<file path="src/rtl/alu4_arbiter.sv">
// alu4_arbiter: shares one 4-bit ALU between two requesters with
// round-robin arbitration and a single registered, ID-tagged response.
//
// Ports:
//   clk, rst              clock; synchronous active-high reset
//   reqN_valid/ready      request handshake for requester N (0, 1)
//   reqN_op, reqN_a/b     3-bit op code, 4-bit operands
//   reqN_cin              carry-in, used by add only
//   rsp_valid/ready       response handshake
//   rsp_id                requester that owns the response
//   rsp_result            4-bit result
//   rsp_zero/overflow/
//   rsp_carry/size        result flags
//   busy                  a response is pending
//   op_count              consumed responses, wraps at 2^CNT_W
module alu4_arbiter #(
    parameter int CNT_W = 8
) (
    input  logic             clk,
    input  logic             rst,
    input  logic             req0_valid,
    output logic             req0_ready,
    input  logic [2:0]       req0_op,
    input  logic [3:0]       req0_a,
    input  logic [3:0]       req0_b,
    input  logic             req0_cin,
    input  logic             req1_valid,
    output logic             req1_ready,
    input  logic [2:0]       req1_op,
    input  logic [3:0]       req1_a,
    input  logic [3:0]       req1_b,
    input  logic             req1_cin,
    output logic             rsp_valid,
    input  logic             rsp_ready,
    output logic             rsp_id,
    output logic [3:0]       rsp_result,
    output logic             rsp_zero,
    output logic             rsp_overflow,
    output logic             rsp_carry,
    output logic             rsp_size,
    output logic             busy,
    output logic [CNT_W-1:0] op_count
);

    typedef enum logic {
        IDLE = 1'b0,
        RESP = 1'b1
    } state_t;

    state_t state, state_nxt;

    logic       rr_ptr;
    logic       grant;
    logic       any_valid;
    logic       accept;

    logic [2:0] g_op;
    logic [3:0] g_a;
    logic [3:0] g_b;
    logic       g_cin;

    logic [4:0] add_sum;
    logic [4:0] sub_sum;
    logic       add_v;
    logic       sub_v;

    logic [3:0] alu_res;
    logic       alu_c;
    logic       alu_v;
    logic       alu_s;

    // Round-robin pointer only breaks ties; a lone requester always wins.
    always_comb begin
        any_valid = req0_valid | req1_valid;
        unique case ({req1_valid, req0_valid})
            2'b11:   grant = rr_ptr;
            2'b10:   grant = 1'b1;
            default: grant = 1'b0;
        endcase
    end

    assign g_op  = grant ? req1_op  : req0_op;
    assign g_a   = grant ? req1_a   : req0_a;
    assign g_b   = grant ? req1_b   : req0_b;
    assign g_cin = grant ? req1_cin : req0_cin;

    assign add_sum = {1'b0, g_a} + {1'b0, g_b} + {4'b0, g_cin};
    assign sub_sum = {1'b0, g_a} + {1'b0, ~g_b} + 5'd1;

    // Signed overflow: operands agree (add) or differ (sub) in sign
    // and the result sign departs from a.
    assign add_v = (g_a[3] == g_b[3]) && (add_sum[3] != g_a[3]);
    assign sub_v = (g_a[3] != g_b[3]) && (sub_sum[3] != g_a[3]);

    always_comb begin
        alu_res = 4'd0;
        alu_c   = 1'b0;
        alu_v   = 1'b0;
        alu_s   = 1'b0;
        unique case (g_op)
            3'b000: begin
                alu_res = add_sum[3:0];
                alu_c   = add_sum[4];
                alu_v   = add_v;
            end
            3'b001: begin
                alu_res = sub_sum[3:0];
                alu_c   = sub_sum[4];
                alu_v   = sub_v;
            end
            3'b010: alu_res = ~g_a;
            3'b011: alu_res = g_a & g_b;
            3'b100: alu_res = g_a | g_b;
            3'b101: alu_res = g_a ^ g_b;
            3'b110: begin
                alu_res = sub_sum[3:0];
                alu_c   = sub_sum[4];
                alu_v   = sub_v;
                alu_s   = sub_sum[3] ^ sub_v;
            end
            3'b111: begin
                alu_res = sub_sum[3:0];
                alu_c   = sub_sum[4];
                alu_v   = sub_v;
                alu_s   = (g_a == g_b);
            end
        endcase
    end

    always_ff @(posedge clk) begin
        if (rst) begin
            state <= IDLE;
        end else begin
            state <= state_nxt;
        end
    end

    always_comb begin
        state_nxt  = state;
        req0_ready = 1'b0;
        req1_ready = 1'b0;
        unique case (state)
            IDLE: begin
                req0_ready = any_valid && !grant && req0_valid;
                req1_ready = any_valid &&  grant && req1_valid;
                if (any_valid) begin
                    state_nxt = RESP;
                end
            end
            RESP: begin
                if (rsp_ready) begin
                    state_nxt = IDLE;
                end
            end
        endcase
    end

    assign accept    = req0_ready | req1_ready;
    assign rsp_valid = (state == RESP);
    assign busy      = (state != IDLE);

    always_ff @(posedge clk) begin
        if (rst) begin
            rr_ptr       <= 1'b0;
            rsp_id       <= 1'b0;
            rsp_result   <= 4'd0;
            rsp_zero     <= 1'b0;
            rsp_overflow <= 1'b0;
            rsp_carry    <= 1'b0;
            rsp_size     <= 1'b0;
            op_count     <= '0;
        end else begin
            if (accept) begin
                rr_ptr       <= ~grant;
                rsp_id       <= grant;
                rsp_result   <= alu_res;
                rsp_zero     <= (alu_res == 4'd0);
                rsp_overflow <= alu_v;
                rsp_carry    <= alu_c;
                rsp_size     <= alu_s;
            end
            if (rsp_valid && rsp_ready) begin
                op_count <= op_count + CNT_W'(1);
            end
        end
    end

endmodule

</file>
<file path="config.mk">
export PLATFORM = sky130hd
export DESIGN_NAME = alu4_arbiter
export DESIGN_NICKNAME = d
export VERILOG_FILES = /design/src/rtl/alu4_arbiter.sv
export SDC_FILE = /design/constraint.sdc
export NUM_CORES = 1
export LEC_CHECK = 0
export ABC_AREA = 0
export ABC_CLOCK_PERIOD_IN_PS = 4300
export CAP_MARGIN = 20
export CORE_AREA = 5 5 70 84
export DETAILED_ROUTE_END_ITERATION = 16
export DIE_AREA = 0 0 75 89
export DONT_BUFFER_PORTS = 1
export SETUP_SLACK_MARGIN = 0.3
export SYNTH_ARGS = -nofsm -noshare
export SYNTH_HDL_FRONTEND = slang
export SYNTH_SLANG_ARGS = --single-unit
</file>
<file path="constraint.sdc">
create_clock -name clk -period 4.3 [get_ports clk]
set_input_delay 0.86 -clock clk [delete_from_list [all_inputs] [get_ports clk]]
set_output_delay 0.86 -clock clk [all_outputs]
set_load 0.1 [all_outputs]
</file>
After elaboration in Yosys (flattened, before gate mapping)
Index checks and enable logic that the tools add are counted.
Operators by class
  muxes and demuxes: 14
  equality and inequality tests: 14
  bitwise gates (word level): 10
  reductions and logical operators: 11
  add/subtract/negate cells: 5
Operators with widths (number)
  one-hot mux 4 bit (6 select lines): 1
  == test 3 bit, second input constant: 4
  adder 4 x 4 -> 5 bit: 2
  one-hot mux 1 bit (2 select lines): 5
  adder 8 x 1 -> 8 bit, second input constant: 1
  2-to-1 mux 4 bit: 2
  NOT 4 bit: 2
  logical AND 1 bit: 7
  == test 3 x 2 -> 1 bit, second input constant: 2
  adder 5 x 1 -> 5 bit: 1
  adder 5 x 1 -> 5 bit, second input constant: 1
  2-to-1 mux 1 bit: 5
  AND 4 bit: 1
  == test 2 bit, second input constant: 2
  == test 4 bit: 1
  zero test 4 bit: 1
  OR 4 bit: 1
  XOR 4 bit: 1
  == test 3 x 1 -> 1 bit, second input constant: 1
  zero test 3 bit: 1
  2-to-1 mux 3 bit: 1
  != test 1 bit: 3
  OR reduction 3 bit: 1
  NOT 1 bit: 2
  other kinds (4): 5
Storage, ports and cells
  output and inout bits: 21
  input port bits: 29
  register bits: 19

Longest topological paths before layout
  depth in word-level cells: 10
  mapped depth: 15
  mapped depth without buffers: 12

Worst setup path after synthesis
Ideal clock, no wire load.
  path kind: input-to-reg
  start: input port req1_valid
  end: register rsp_zero
  path buffers: 3
  data arrival time: 3722 ps
  slack: 519 ps
  stages on the path: 12
  library setup time: 59 ps
  path through: buf_2 -> inv_2 -> nor2_8 -> buf_2 -> mux2_2 -> ha_1 -> clkbuf_1 -> o21bai_1 -> fa_1 -> a211o_1 -> a2111oi_2 -> a31o_1
On the way
  longest elaborated chain between the ends: 8
  elaborated cells on any way between the ends: 36
  classes of those cells: add/sub (4); eq/ne (9); mux (8); bitwise (7); reduce/logical (8)
Ends and longest elaborated chain
  start: declaration: line 27  | input logic req1_valid,
  == test 2 bit: line 75  | unique case ({req1_valid, req0_valid})
  one-hot mux 1 bit (2 select lines): line 75
  2-to-1 mux 4 bit: line 84  | assign g_b = grant ? req1_b : req0_b;
  NOT 4 bit: line 88  | assign sub_sum = {1'b0, g_a} + {1'b0, ~g_b} + 5'd1;
  adder 4 x 4 -> 5 bit: line 88
  adder 5 x 1 -> 5 bit: line 88
  one-hot mux 4 bit (6 select lines): line 100  | unique case (g_op)
  zero test 4 bit: line 177  | rsp_zero <= (alu_res == 4'd0);
  end signal: assignment: line 177
  end: declaration: line 37  | output logic rsp_zero,
Several ways; a longest one is shown, not always the timed one.
A chain may end at the register's enable or synchronous reset.

Worst setup path after layout
  start: input port req0_valid
  end: register rsp_zero
On the way
  longest elaborated chain between the ends: 8
  elaborated cells on any way between the ends: 36
  classes of those cells: add/sub (4); eq/ne (9); mux (8); bitwise (7); reduce/logical (8)
Ends and longest elaborated chain
  start: declaration: line 21  | input logic req0_valid,
  == test 2 bit: line 75
  one-hot mux 1 bit (2 select lines): line 75
  2-to-1 mux 4 bit: line 84
  NOT 4 bit: line 88
  adder 4 x 4 -> 5 bit: line 88
  adder 5 x 1 -> 5 bit: line 88
  one-hot mux 4 bit (6 select lines): line 100
  zero test 4 bit: line 177
Several ways; a longest one is shown, not always the timed one.

==> metrics.yaml <==
grt:
  grt_pass1_vias: 1731
  grt_use_total_pct: 15.92
  grt_max_degree: 21
  grt_pass1_wl_mm: 8.217
  overflow: 0
  antenna_found_initial: 0
synthesis:
  muxShareOfSynthArea_pct: 5.840
  synth_area_sq_um: 1907
  async_reset_ff_share_pct: 0
  synth_warnings: 0
  synth_area_per_cell_sq_um: 7.720
  synth-compound-area-share_pct: 23.10
  ys_seq_area_share_pct: 19.95
  synth_seq_cells: 19
  synthFlopType: "dfxtp_1"
  synth.net_count: 293
  synth_top_family_by_area: "simple AND/OR/NAND/NOR gates"
  synth_fa_ha_area_share_pct: 12.73
  synth_cell_types: 56
  synth_xor_area_share_pct: 5.512
  synth_edf_count: 0
  synth-simple-area-share_pct: 25.33
  syn_inst: 247
power_and_ir_drop:
  leakagePower_nw: 0.7898
  finalPower_uw: 629.2
  peakVddDrop_mv: 0.1627
  power.density_nw_per_um2: 318.9
timing:
  fin_crit_sh_pct: 82.44
  hold_violations: 0
  max-slew-margin-rel_pct: 29.57
  worst_pin_slew_ns: 1.055
  fin_skew_ns: 0.0007125
  slew_violations: 0
  tns_ns: 0
  rsz0062_at_grt: "false"
  finalSetupViolCount: 0
  finalWorstSetupSlack_ns: 0.7550
  fmax_ghz: 0.2821
  fin_crit_ns: 3.545
  hold_ws_ns: 0.5169
detailed_routing:
  num_vias: 1750
  top_layer: "met4"
  via_per_inst: 5.892
  routed-wl-met2_mm: 2.446
  routedWlPerCell_microns: 17.43
  drtAntennaViolNets: 0
  drc_errors: 0
  drtPass1Iterations: 4
  wl_met3_microns: 346
  met1Wirelength_mm: 2.243
  initialDrtViolationCount: 102
  wl_mm: 5.178
worst_setup_path:
  cp-end-kind: "register"
  crit_path_frequent_cell: "nor2_1"
  crit_buf_inv: 0
  reg2reg_to: "rsp_zero$_SDFFE_PP0P_"
  critPathArrivalTime_ns: 3.75
  cp_top_family: "compound AO/OA/AOI/OAI gates"
  worstSetupEndpoint: "rsp_zero$_SDFFE_PP0P_"
  crit_path_max_incr_delay_ns: 0.48
  regToRegSetupSlack_ns: 0.95
  path_depth: 11
  crit_start: "req0_valid"
  r2r-start: "rr_ptr$_SDFFE_PP0P_"
  worstSetupStartpointType: "input port"
  cp_cell_sequence: "and2b_4 -> nor2_8 -> mux2_2 -> ha_1 -> nor2_1 -> nor2_1 -> o21bai_1 -> fa_1 -> a211o_1 -> a2111oi_2 -> a31o_1"
  reg2reg_depth: 11
  crit_type: "input port to register"
  cp_max_fo: 18
  required_ns: 4.51
  crit_slowest_cell: "fa_1"
placed_design:
  place_inst: 293
  portBuffers: 0
  post-dp-hpwl_mm: 4.071
  gp_congestion: 0.8864
  pre_cts_ws_ns: 0.5102
floorplan:
  die_w_microns: 75
  core-area_sq_um: 4940
  row_count: 28
  die_h_microns: 89
  io_pins: 50
  die_area_sq_um: 6675
  start_util_pct: 38.60
layout:
  antenna_cells: 0
  nets: 284
  most-common-layout-cells: "nand2_1, nor2_1, dfxtp_1"
  drive_gt1_share_pct: 10.97
  regMostFlops: "op_count"
  areaGrowthSynthToFinish_pct: 3.478
  largest_reg_flops: 8
  largestRegisters: "op_count: 8 flops, rsp_result: 4 flops"
  final_common_cell: "nand2_1"
  final_cell_count_no_fill: 297
  nFillCells: 543
job:
  maxCapViolations: 0
clock_tree:
  clkTransAtPathRegs_ns: 0.07
  htreeDepth: 1
  cts_tree: "built"
  cts_max_path_buffers: 2
  cts_setup_buffers: 0
  cts-root-buf: "clkbuf_8"
  hold_buffers: 0
  insertion_delay_ns: 0.26
  clkSinkCount: 19
  cts_resized: 0
  cts_made_buffers: 3
hold_path:
  hp-class: "register to register"
outcome:
  status: "completed"
## tightest hold or removal path, stage by stage (launching register included)
cell and delay (ns):
dfxtp_1 0.33, nor2_1 0.10, nor3_1 0.05
## cells in the mapped netlist (2+ instances only)
cell	instances	share of area [%]
a21oi_1	12	3.1
nor3_1	6	1.6
nand3_1	5	1.3
a211oi_1	6	2.4
and4_1	2	0.92
mux2_2	5	3.0
a21o_1	2	0.79
buf_2	10	2.6
xnor2_1	5	2.3
nor2_1	27	5.3
and2_1	2	0.66
inv_2	2	0.39
nor4_1	2	0.66
clkbuf_1	6	1.2
o2111ai_1	5	2.3
fa_1	4	4.2
o211ai_1	4	1.6
or3_1	4	1.3
inv_1	12	2.4
o221ai_1	2	0.92
a311oi_1	2	0.92
ha_1	13	8.5
nor3b_1	3	1.2
o21ai_0	14	3.7
mux2i_1	4	2.1
o21bai_1	2	0.79
and3_1	3	0.98
dfxtp_1	19	20
xor2_1	7	3.2
nand2_1	27	5.3
nor2b_1	5	1.6
## per-stage QoR
stage               instance area [sq um]  util [%]
global placement                     1927     39.01
CTS                                  1973     39.94
floorplan                            1907         -
finish                               1973     39.94
detailed placement                   1927     39.01
global route                         1973     39.94
## cells by family (layout without fill, tap and decap cells)
kind of cell,count (synthesis),count (layout)
and+or+nand+nor,95,95
AOI/OAI and AO/OA,62,62
buffers and inverters,32,22
DFF,19,19
adders and majority gates,17,17
xor gates and xnor gates,12,12
muxes,10,10
## per-layer routing
layer  vias up  track usage (%)
met1       814            20.16
met2        71            25.28
met4         0            7.120
li1        855                -
met5         -                0
met3        10            3.937
## worst min path at each step
stage	cells past startpoint	slack (ns)	from	to
after CTS	2	0.53	rr_ptr$_SDFFE_PP0P_	rr_ptr$_SDFFE_PP0P_
after global placement	2	0.50	rr_ptr$_SDFFE_PP0P_	rr_ptr$_SDFFE_PP0P_
final	2	0.52	rr_ptr$_SDFFE_PP0P_	rr_ptr$_SDFFE_PP0P_
after floorplan	2	0.48	rr_ptr$_SDFFE_PP0P_	rr_ptr$_SDFFE_PP0P_
after global routing	2	0.59	rr_ptr$_SDFFE_PP0P_	rr_ptr$_SDFFE_PP0P_
after detailed placement	2	0.51	rr_ptr$_SDFFE_PP0P_	rr_ptr$_SDFFE_PP0P_
## power breakdown
| part | internal, mW | switching [mW] | total (mW) |
|---|---|---|---|
| logic | 0.0903 | 0.149 | 0.239 |
| registers | 0.187 | 0.0778 | 0.265 |
| clock network | 0.0644 | 0.0605 | 0.125 |
## area by class of cell
| type | count | area [sq um] | area share, % |
|---|---|---|---|
| Timing Repair Buffer | 4 | 30.03 | 1.522 |
| Multi-Input combinational cell | 196 | 1388 | 70.32 |
| Sequential cell | 19 | 381.6 | 19.34 |
| Inverter | 14 | 52.55 | 2.663 |
| Tap cell | 60 | 75.07 | 3.805 |
| Clock inverter | 1 | 5.005 | 0.2536 |
| Clock buffer | 3 | 41.29 | 2.093 |
(Power assumes the default switching activity.)
